--- src/rtl/l293d_pkg.sv ---
// Shared types and pin mapping for the dual-channel L293D H-bridge controller.
package l293d_pkg;

  typedef enum logic [1:0] {
    COAST = 2'd0,
    FWD   = 2'd1,
    REV   = 2'd2,
    BRAKE = 2'd3
  } dir_t;

  typedef enum logic [1:0] {
    IDLE = 2'd0,
    RUN  = 2'd1,
    DEAD = 2'd2
  } chan_state_t;

  // One channel's driver pins: first/second direction pin and enable.
  typedef struct packed {
    logic in_a;
    logic in_b;
    logic en;
  } pins_t;

  // Map a direction and the current PWM level to driver pins.
  function automatic pins_t dir_to_pins(input dir_t dir, input logic pwm);
    pins_t p;
    p = '0;
    case (dir)
      FWD: begin
        p.in_a = 1'b1;
        p.en   = pwm;
      end
      REV: begin
        p.in_b = 1'b1;
        p.en   = pwm;
      end
      BRAKE: begin
        p.in_a = 1'b1;
        p.in_b = 1'b1;
        p.en   = 1'b1;
      end
      default: p = '0;
    endcase
    return p;
  endfunction

endpackage

--- src/rtl/l293d_ctrl_chan.sv ---
// One H-bridge channel: command handshake, one-deep pending register,
// dead-time sequencing on direction reversal and optional soft-start
// (enabled by defining L293D_CTRL_SOFTSTART_EN).
module l293d_ctrl_chan
  import l293d_pkg::*;
#(
  parameter int unsigned PWM_W    = 8,
  parameter int unsigned DEAD_CYC = 16
) (
  input  logic              clk,
  input  logic              rst,
  input  logic              stop_i,
  input  logic              boundary_i,
  input  logic              cmd_valid_i,
  input  logic [1:0]        cmd_dir_i,
  input  logic [PWM_W-1:0]  cmd_duty_i,
  output logic              cmd_ready_o,
  output chan_state_t       state_o,
  output dir_t              dir_o,
  output logic [PWM_W-1:0]  duty_o,
  output logic              busy_o
);

  localparam int unsigned DW = $clog2(DEAD_CYC + 1);

  chan_state_t      state_q, state_d;
  dir_t             dir_q, dir_d;
  logic [PWM_W-1:0] duty_q, duty_d;
  logic             pend_q, pend_d;
  dir_t             pend_dir_q, pend_dir_d;
  logic [PWM_W-1:0] pend_duty_q, pend_duty_d;
  logic [DW-1:0]    dead_q, dead_d;
  logic             busy_q, busy_d;
`ifdef L293D_CTRL_SOFTSTART_EN
  logic [PWM_W-1:0] target_q, target_d;
`endif

  logic accept;
  logic apply;
  dir_t cmd_dir;

  assign cmd_ready_o = !pend_q && !stop_i;
  assign accept      = cmd_valid_i && cmd_ready_o;
  assign cmd_dir     = dir_t'(cmd_dir_i);

  // Channel state register.
  always_ff @(posedge clk or posedge rst) begin
    if (rst) begin
      state_q     <= IDLE;
      dir_q       <= COAST;
      duty_q      <= '0;
      pend_q      <= 1'b0;
      pend_dir_q  <= COAST;
      pend_duty_q <= '0;
      dead_q      <= '0;
      busy_q      <= 1'b0;
`ifdef L293D_CTRL_SOFTSTART_EN
      target_q    <= '0;
`endif
    end else begin
      state_q     <= state_d;
      dir_q       <= dir_d;
      duty_q      <= duty_d;
      pend_q      <= pend_d;
      pend_dir_q  <= pend_dir_d;
      pend_duty_q <= pend_duty_d;
      dead_q      <= dead_d;
      busy_q      <= busy_d;
`ifdef L293D_CTRL_SOFTSTART_EN
      target_q    <= target_d;
`endif
    end
  end

  // Next state: stop override, pending apply, dead-time countdown, accept.
  always_comb begin
    state_d     = state_q;
    dir_d       = dir_q;
    duty_d      = duty_q;
    pend_d      = pend_q;
    pend_dir_d  = pend_dir_q;
    pend_duty_d = pend_duty_q;
    dead_d      = dead_q;
    apply       = 1'b0;
`ifdef L293D_CTRL_SOFTSTART_EN
    target_d    = target_q;
`endif

    if (stop_i) begin
      state_d     = IDLE;
      dir_d       = COAST;
      duty_d      = '0;
      pend_d      = 1'b0;
      pend_dir_d  = COAST;
      pend_duty_d = '0;
      dead_d      = '0;
`ifdef L293D_CTRL_SOFTSTART_EN
      target_d    = '0;
`endif
    end else begin
      // Dead-time exit applies immediately; otherwise wait for the boundary.
      if (state_q == DEAD) begin
        dead_d = dead_q - DW'(1);
        apply  = (dead_q <= DW'(1));
      end else begin
        apply  = pend_q && boundary_i;
      end

      if (apply) begin
        dir_d   = pend_dir_q;
        state_d = (pend_dir_q == COAST) ? IDLE : RUN;
        pend_d  = 1'b0;
`ifdef L293D_CTRL_SOFTSTART_EN
        target_d = pend_duty_q;
        if (state_q != RUN) begin
          duty_d = '0;
        end else if (pend_duty_q < duty_q) begin
          duty_d = pend_duty_q;
        end else if (duty_q < pend_duty_q) begin
          duty_d = duty_q + PWM_W'(1);
        end
`else
        duty_d = pend_duty_q;
`endif
      end
`ifdef L293D_CTRL_SOFTSTART_EN
      else if ((state_q == RUN) && boundary_i && (duty_q < target_q)) begin
        duty_d = duty_q + PWM_W'(1);
      end
`endif

      // A reversal on a running channel starts dead-time right away.
      if (accept) begin
        pend_d      = 1'b1;
        pend_dir_d  = cmd_dir;
        pend_duty_d = cmd_duty_i;
        if ((state_q == RUN) && (cmd_dir != dir_q)) begin
          state_d = DEAD;
          dead_d  = DW'(DEAD_CYC);
        end
      end
    end

    busy_d = (state_d == DEAD) || pend_d;
`ifdef L293D_CTRL_SOFTSTART_EN
    busy_d = busy_d || ((state_d == RUN) && (duty_d != target_d));
`endif
  end

  assign state_o = state_q;
  assign dir_o   = dir_q;
  assign duty_o  = duty_q;
  assign busy_o  = busy_q;

endmodule

--- src/rtl/l293d_ctrl.sv ---
// Dual-channel L293D controller top: shared PWM counter, two channel FSMs
// and registered driver pins. Soft-start is built in when the macro
// L293D_CTRL_SOFTSTART_EN is defined.
module l293d_ctrl
  import l293d_pkg::*;
#(
  parameter int unsigned PWM_W    = 8,
  parameter int unsigned DEAD_CYC = 16
) (
  input  logic             clk,
  input  logic             rst,
  input  logic             stop,
  input  logic             cmd_valid_a,
  input  logic             cmd_valid_b,
  output logic             cmd_ready_a,
  output logic             cmd_ready_b,
  input  logic [1:0]       cmd_dir_a,
  input  logic [1:0]       cmd_dir_b,
  input  logic [PWM_W-1:0] cmd_duty_a,
  input  logic [PWM_W-1:0] cmd_duty_b,
  output logic             in1,
  output logic             in2,
  output logic             in3,
  output logic             in4,
  output logic             enA,
  output logic             enB,
  output logic             busy_a,
  output logic             busy_b
);

  localparam int unsigned PERIOD = (1 << PWM_W) - 1;

  logic [PWM_W-1:0] cnt_q, cnt_d;
  logic             boundary;

  chan_state_t      state_a, state_b;
  dir_t             dir_a, dir_b;
  logic [PWM_W-1:0] duty_a, duty_b;

  pins_t            pins_a_q, pins_a_d;
  pins_t            pins_b_q, pins_b_d;

  assign boundary = (cnt_q == PWM_W'(PERIOD - 1));

  // Shared PWM counter, wraps after PERIOD cycles.
  always_comb begin
    cnt_d = boundary ? '0 : cnt_q + PWM_W'(1);
  end

  // Counter register.
  always_ff @(posedge clk or posedge rst) begin
    if (rst) begin
      cnt_q <= '0;
    end else begin
      cnt_q <= cnt_d;
    end
  end

  l293d_ctrl_chan #(
    .PWM_W    (PWM_W),
    .DEAD_CYC (DEAD_CYC)
  ) u_chan_a (
    .clk         (clk),
    .rst         (rst),
    .stop_i      (stop),
    .boundary_i  (boundary),
    .cmd_valid_i (cmd_valid_a),
    .cmd_dir_i   (cmd_dir_a),
    .cmd_duty_i  (cmd_duty_a),
    .cmd_ready_o (cmd_ready_a),
    .state_o     (state_a),
    .dir_o       (dir_a),
    .duty_o      (duty_a),
    .busy_o      (busy_a)
  );

  l293d_ctrl_chan #(
    .PWM_W    (PWM_W),
    .DEAD_CYC (DEAD_CYC)
  ) u_chan_b (
    .clk         (clk),
    .rst         (rst),
    .stop_i      (stop),
    .boundary_i  (boundary),
    .cmd_valid_i (cmd_valid_b),
    .cmd_dir_i   (cmd_dir_b),
    .cmd_duty_i  (cmd_duty_b),
    .cmd_ready_o (cmd_ready_b),
    .state_o     (state_b),
    .dir_o       (dir_b),
    .duty_o      (duty_b),
    .busy_o      (busy_b)
  );

  // Pin decode; anything other than RUN drives the coast pattern.
  always_comb begin
    pins_a_d = dir_to_pins((state_a == RUN) ? dir_a : COAST, cnt_q < duty_a);
    pins_b_d = dir_to_pins((state_b == RUN) ? dir_b : COAST, cnt_q < duty_b);
  end

  // Registered driver pins.
  always_ff @(posedge clk or posedge rst) begin
    if (rst) begin
      pins_a_q <= '0;
      pins_b_q <= '0;
    end else begin
      pins_a_q <= pins_a_d;
      pins_b_q <= pins_b_d;
    end
  end

  assign in1 = pins_a_q.in_a;
  assign in2 = pins_a_q.in_b;
  assign enA = pins_a_q.en;
  assign in3 = pins_b_q.in_a;
  assign in4 = pins_b_q.in_b;
  assign enB = pins_b_q.en;

endmodule

--- config.mk ---
export PLATFORM = sky130hd
export DESIGN_NAME = l293d_ctrl
export DESIGN_NICKNAME = d
export VERILOG_FILES = /design/src/rtl/l293d_pkg.sv /design/src/rtl/l293d_ctrl_chan.sv /design/src/rtl/l293d_ctrl.sv
export SDC_FILE = /design/constraint.sdc
export NUM_CORES = 1
export LEC_CHECK = 0
export ABC_AREA = 1
export CORE_MARGIN = 1
export CORE_UTILIZATION = 58
export DETAILED_ROUTE_END_ITERATION = 7
export GPL_TIMING_DRIVEN = 1
export PLACE_DENSITY_LB_ADDON = 0.08
export SLEW_MARGIN = 10
export SYNTH_ARGS = -nofsm -noshare
export SYNTH_HDL_FRONTEND = slang
export SYNTH_HIERARCHICAL = 1
export SYNTH_SLANG_ARGS = --single-unit
--- constraint.sdc ---
create_clock -name clk -period 1.7 [get_ports clk]
set_clock_uncertainty 0.15 [all_clocks]
set_input_delay 0.51 -clock clk [delete_from_list [all_inputs] [get_ports clk]]
set_output_delay 0.51 -clock clk [all_outputs]
set_load 0.05 [all_outputs]
======== Word level (Yosys, flattened, before mapping) ========
Cells that the tools add are included.
Widths: inputs -> output; s select.
storage, ports and cells
  register bits ........................... 72
  bits of input ports ..................... 25
  word-level logic and storage cells ...... 123
cells by class
  $add $sub $neg .......................... 3
  $lt $le $gt $ge ......................... 4
  eq/ne operators ......................... 15
  multiplexer cells ....................... 53
  reduce and logical (&&, ||, !) cells .... 25
operators by type and width
  kind                 count
  $mux 8               9
  $mux 5               8
  $mux 2               18
  $eq 2x2->1 const B   8
  $lt 8x8->1           2
  $mux 1               16
  $reduce_or 2->1      6
  $le 5x1->1 const B   2
  $sub 5x1->5 const B  2
  $add 8x1->8 const B  1
  $eq 2x1->1 const B   4
  $eq 8x8->1 const B   1
  $logic_and 1x1->1    8
  $reduce_bool 2->1    4
  $logic_not 2->1      2
  $ne 2x2->1           2
  $pmux 1 s2           2
  $logic_not 1->1      3
  $logic_or 1x1->1     2

======== Logic depth before layout (Yosys ltp) ========
  depth in word-level cells ............... 10
  gate-level depth with buffers ........... 10
  gate-level depth less buffers ........... 10

======== Cells and area by module ========
The synthesis kept the hierarchy.
modules (own cells, without submodules)
  module           instances  cells an instance  area an instance (um^2)
  l293d_ctrl_chan  2          155                1405.1
  l293d_ctrl       1          137                1057.3

======== Worst setup path after synthesis ========
OpenSTA, ideal clock, no wires.
  kind .................................... input-to-reg
  start point ............................. in stop
  end point ............................... reg u_chan_a.dead_q[2]
  arrival time ............................ 1481 ps
  slack ................................... -52 ps
  stages on the path ...................... 6
  cell sequence ........................... nor2_2 nand2_4 nor2_4 nand2_2 nand2_1 nor2_1
on the way
  cells in the longest elaborated chain, start to end .. 5
ends and longest elaborated chain
  what                    line                    source
  from (decl)             l293d_ctrl.sv:12        input logic stop,
  $logic_not 1->1         l293d_ctrl_chan.sv:42   assign cmd_ready_o = !pend_q && !stop_i;
  $logic_and 1x1->1       l293d_ctrl_chan.sv:42
  $logic_and 1x1->1       l293d_ctrl_chan.sv:43   assign accept = cmd_valid_i && cmd_ready_o;
  $mux 5                  l293d_ctrl_chan.sv:133  if (accept) begin
  $mux 5 *                l293d_ctrl_chan.sv:89   if (stop_i) begin
  net u_chan_a.dead_d[2]  l293d_ctrl_chan.sv:32   logic [DW-1:0] dead_q, dead_d;
  to (signal assigned)    l293d_ctrl_chan.sv:55   dead_q <= '0;
  to (signal assigned)    l293d_ctrl_chan.sv:67   dead_q <= dead_d;
  to (decl)               l293d_ctrl_chan.sv:32
Mark *: on every way through the listed nets, which the timed path passes. The rest lies on a longest branch.
A chain may end at the register's enable or synchronous reset.

======== Worst setup path after layout ========
  start point ............................. reg u_chan_a.pend_q
  end point ............................... out cmd_ready_a
on the way
  cells in the longest elaborated chain, start to end .. 2
ends and longest elaborated chain
  what                    line                   source
  from (decl)             l293d_ctrl_chan.sv:29  logic pend_q, pend_d;
  from (signal assigned)  l293d_ctrl_chan.sv:64  pend_q <= pend_d;
  $logic_not 1->1         l293d_ctrl_chan.sv:42
  $logic_and 1x1->1       l293d_ctrl_chan.sv:42
  to (decl)               l293d_ctrl.sv:15       output logic cmd_ready_a,
No other way between the ends.

==> results by group <==
STA
  • Tightest hold margin: 0.329 ns
  • Maximum clock rate: 578 MHz
  • Slew Viols, Final: 0
  • Slew HR: between 80 and 90%
  • Hold Vio Cnt, Final: 0
  • Worst-margin pin slew: 0.271 ns
  • Tmin final: 1.73 ns
  • Final Setup Violations: 2
  • PnR worst setup slack: -0.0288 ns
  • RSZ-0062 raised after global routing: yes
  • Tcrit/Tclk final: 102%

Synthesis
  • Sequential-to-total area share from yosys stat: around 47%
  • Synth top cells by count: 127 x nand2_1, 72 x dfrtp_1, 61 x inv_1
  • Synth area leader: dfrtp_1
  • Compound-Gate Fraction of Synth Area: 4.50%
  • Ys flop type: dfrtp_1
  • Most frequent cell after synthesis: nand2_1
  • Mux contribution to synthesized area: 0%
  • Synth Area in XOR/XNOR: 1.36%
  • Synth Area in Adders: between 7 and 8%
  • Share of synthesized registers carrying an async set or reset: 100%
  • Yosys top cell area share: 46.6%
  • Synth Cell Area: 3870 um2
  • Synth cell types: 31
  • Largest family of logic cells by synthesized area: simple AND/OR/NAND/NOR gates
  • FF+latch count, synth: just over 70
  • Syn Nets: 496
  • Average size of a mapped cell: 8.65 um2
  • Mapped Cells: 447
  • Simple-Gate Fraction of Synth Area: 31.0%
  • Area contributors post-synth: dfrtp_1 47%, nand2_1 12%, ha_1 7.8%
  • Number of synthesized flops with an enable pin: 0
  • Synthesis Warnings: 6

Setup path
  • Worst r2r dst: u_chan_b/dir_o[0]
  • Critical path class: reg -> out
  • Register-to-Register Path Depth: 7
  • Critical Path End Type: output port
  • Setup crit end: cmd_ready_a
  • CP Launch Point: u_chan_a/pend_q
  • Critical path arrival: 1.07 ns
  • CP Launch Type: register
  • WP data required: roughly 1.0 ns
  • Max FO, Critical Path: 2
  • RR Startpoint: u_chan_b/dead_q[0]
  • Worst reg2reg setup slack: 0.06 ns

Place
  • RD Place Congestion: 0.812
  • Post-DP HPWL: 5.70 mm
  • Placed insts: roughly 580
  • PortBufs: 34
  • Pre-CTS setup slack: -0.407 ns

Global routing
  • Number of global-route vias before repair: 3066
  • Pin count of the biggest net entering global routing: 30
  • First-pass GRT wire length: 13.6 mm
  • Tot GR Track Use: 24.4%
  • Grt total ovfl: 0
  • Initial antenna violation count: 0

Clock network
  • Clock insertion delay at the later pin of the skew report: approximately 0.35 ns
  • CTS tree: yes
  • H-tree depth reported by CTS: 3
  • # hold bufs at CTS: 0
  • CTS root buffer: clkbuf_8
  • Clk sink count: between 70 and 80
  • Worst-path clk slew: around 0.070 ns
  • Clock Tree Buf Depth: 2
  • Clock buffers created by TritonCTS: 9

Final layout
  • Filler cells: 448
  • Synth-to-Final Area Change: 27.6%
  • Ant. Diodes: 0
  • Nets: between 500 and 600
  • Share of layout cells above drive strength 1: 22.1%
  • Finished Core Util: between 70% and 80%
  • Final cell count without fillers: roughly 600

Pwr
  • Static Leak: about 2.6 nW
  • PwrDens: 691 nW/um2
  • Worst VDD drop: 0.548 mV

Detailed routing
  • Drt first pass iters: 5
  • Routed vias/inst: 5.23
  • DRT antenna net count: 0
  • DR iter-0 viols: 174
  • DR vias: 3152
  • DRC violations left: 0
  • WL final: approximately 8.4 mm
  • DR WL/cell: 13.9 um

Floorplan
  • Starting Density: ~61%
  • Die width: 83.7 um
  • Die Ht: between 80 and 90 um
  • Die ar.: between 6000 and 7000 um2
  • Core ar.: 6390 um2
  • # IOs: 35
  • # rows: 29

Status
  • Failing checks: setup timing
  • Status: complete, but fails checks

Worst hold path
  • Hold Crit Class: reg -> reg

Run
  • MaxCap Viol Count: 0
## worst max-delay path, stage by stage, from the launching register on
cell	delay (ns)
dfrtp_2	0.43
nor2_4	0.14
buf_12	0.15
## flip-flops by register name, indices dropped and copies added, names as in the netlist, 2 cells and up
name                  cells
cnt_q                     8
u_chan_a/duty_o           8
u_chan_a/pend_duty_q      8
u_chan_b/duty_o           8
u_chan_b/pend_duty_q      8
u_chan_a/dead_q           5
u_chan_b/dead_q           5
u_chan_a/dir_o            2
u_chan_a/pend_dir_q       2
u_chan_a/state_o          2
u_chan_b/dir_o            2
u_chan_b/pend_dir_q       2
u_chan_b/state_o          2
## per-stage QoR
stage | TNS (ns) | cell area (um2) | total power, mW
floorplan | 0 | 3880 | 1.99
global placement | -19.16 | 4630 | 2.18
detailed placement | -19.99 | 4630 | 2.19
CTS | -0.0994 | 4830 | 3.42
global route | -0.130 | 4930 | 3.53
finish | -0.0518 | 4930 | 3.41
## logic make-up (layout without fill, tap and decap cells)
logic type      count (synthesis)  in the layout
compound gates                 27             27
xor+xnor                        6              6
fa+ha+maj                      24             24
buf+inv                        77            154
flops                          72             72
simple gates                  241            243
## layer usage
metal | wire length (um) | share of wire (%) | GRT usage [%] | vias up
met5 | 0 | 0 | 0 | -
met4 | 131 | 1.6 | 9.40 | 0
met3 | 315 | 3.8 | 3.36 | 13
met2 | 4100 | 49 | 39.0 | 62
met1 | 3810 | 46 | 34.0 | 1515
li1 | - | - | - | 1562
## cell usage in the layout, fill, tap and decap left out, drive strengths merged
cell and instances:
xor2 3, a211oi 2, nor4 2, clkbuf 14, o21ai 11, xnor2 3
nand4 4, dfrtp 72, o21bai 2, a21oi 12, buf 48, clkdlybuf4s50 23
nand3 56, nor2 37, inv 69, ha 24, or2 1, nand2 137
nor3 6
## what timing repair did
item                                    4_1_cts  5_1_grt
endpoints found under the setup margin       17       26
setup buffers                                 3        5
cloned                                        0        2
resized for setup                             5       14
pin swaps                                     2        7
## power breakdown
group / internal [mW] / total [mW] / switching, mW
clock network: 0.636 / 1.24 / 0.605
registers: 1.76 / 1.80 / 0.0387
logic: 0.174 / 0.369 / 0.195
## cell type report
cell class	instances	area (um2)	share of cell area [%]
tap	77	96.3	1.95
timing repair buffer	71	788	16.0
sequential	72	1810	36.6
inverter	69	264	5.35
clock buffer	14	173	3.50
multi-input combinational	300	1810	36.6
## how the worst min path moves through the flow
stage | slack (ns) | depth (start not counted) | endpoint | startpoint
final | 0.33 | 2 | u_chan_a/duty_o[4] | u_chan_a/duty_o[4]
after global routing | 0.36 | 2 | u_chan_a/duty_o[6] | u_chan_a/duty_o[6]
after CTS | 0.33 | 2 | u_chan_a/duty_o[5] | u_chan_a/duty_o[5]
after detailed placement | 0.31 | 2 | u_chan_a/duty_o[5] | u_chan_a/duty_o[5]
after global placement | 0.31 | 2 | u_chan_a/duty_o[5] | u_chan_a/duty_o[5]
after floorplan | 0.25 | 1 | cnt_q[0] | rst
(Power assumes the default switching activity.)
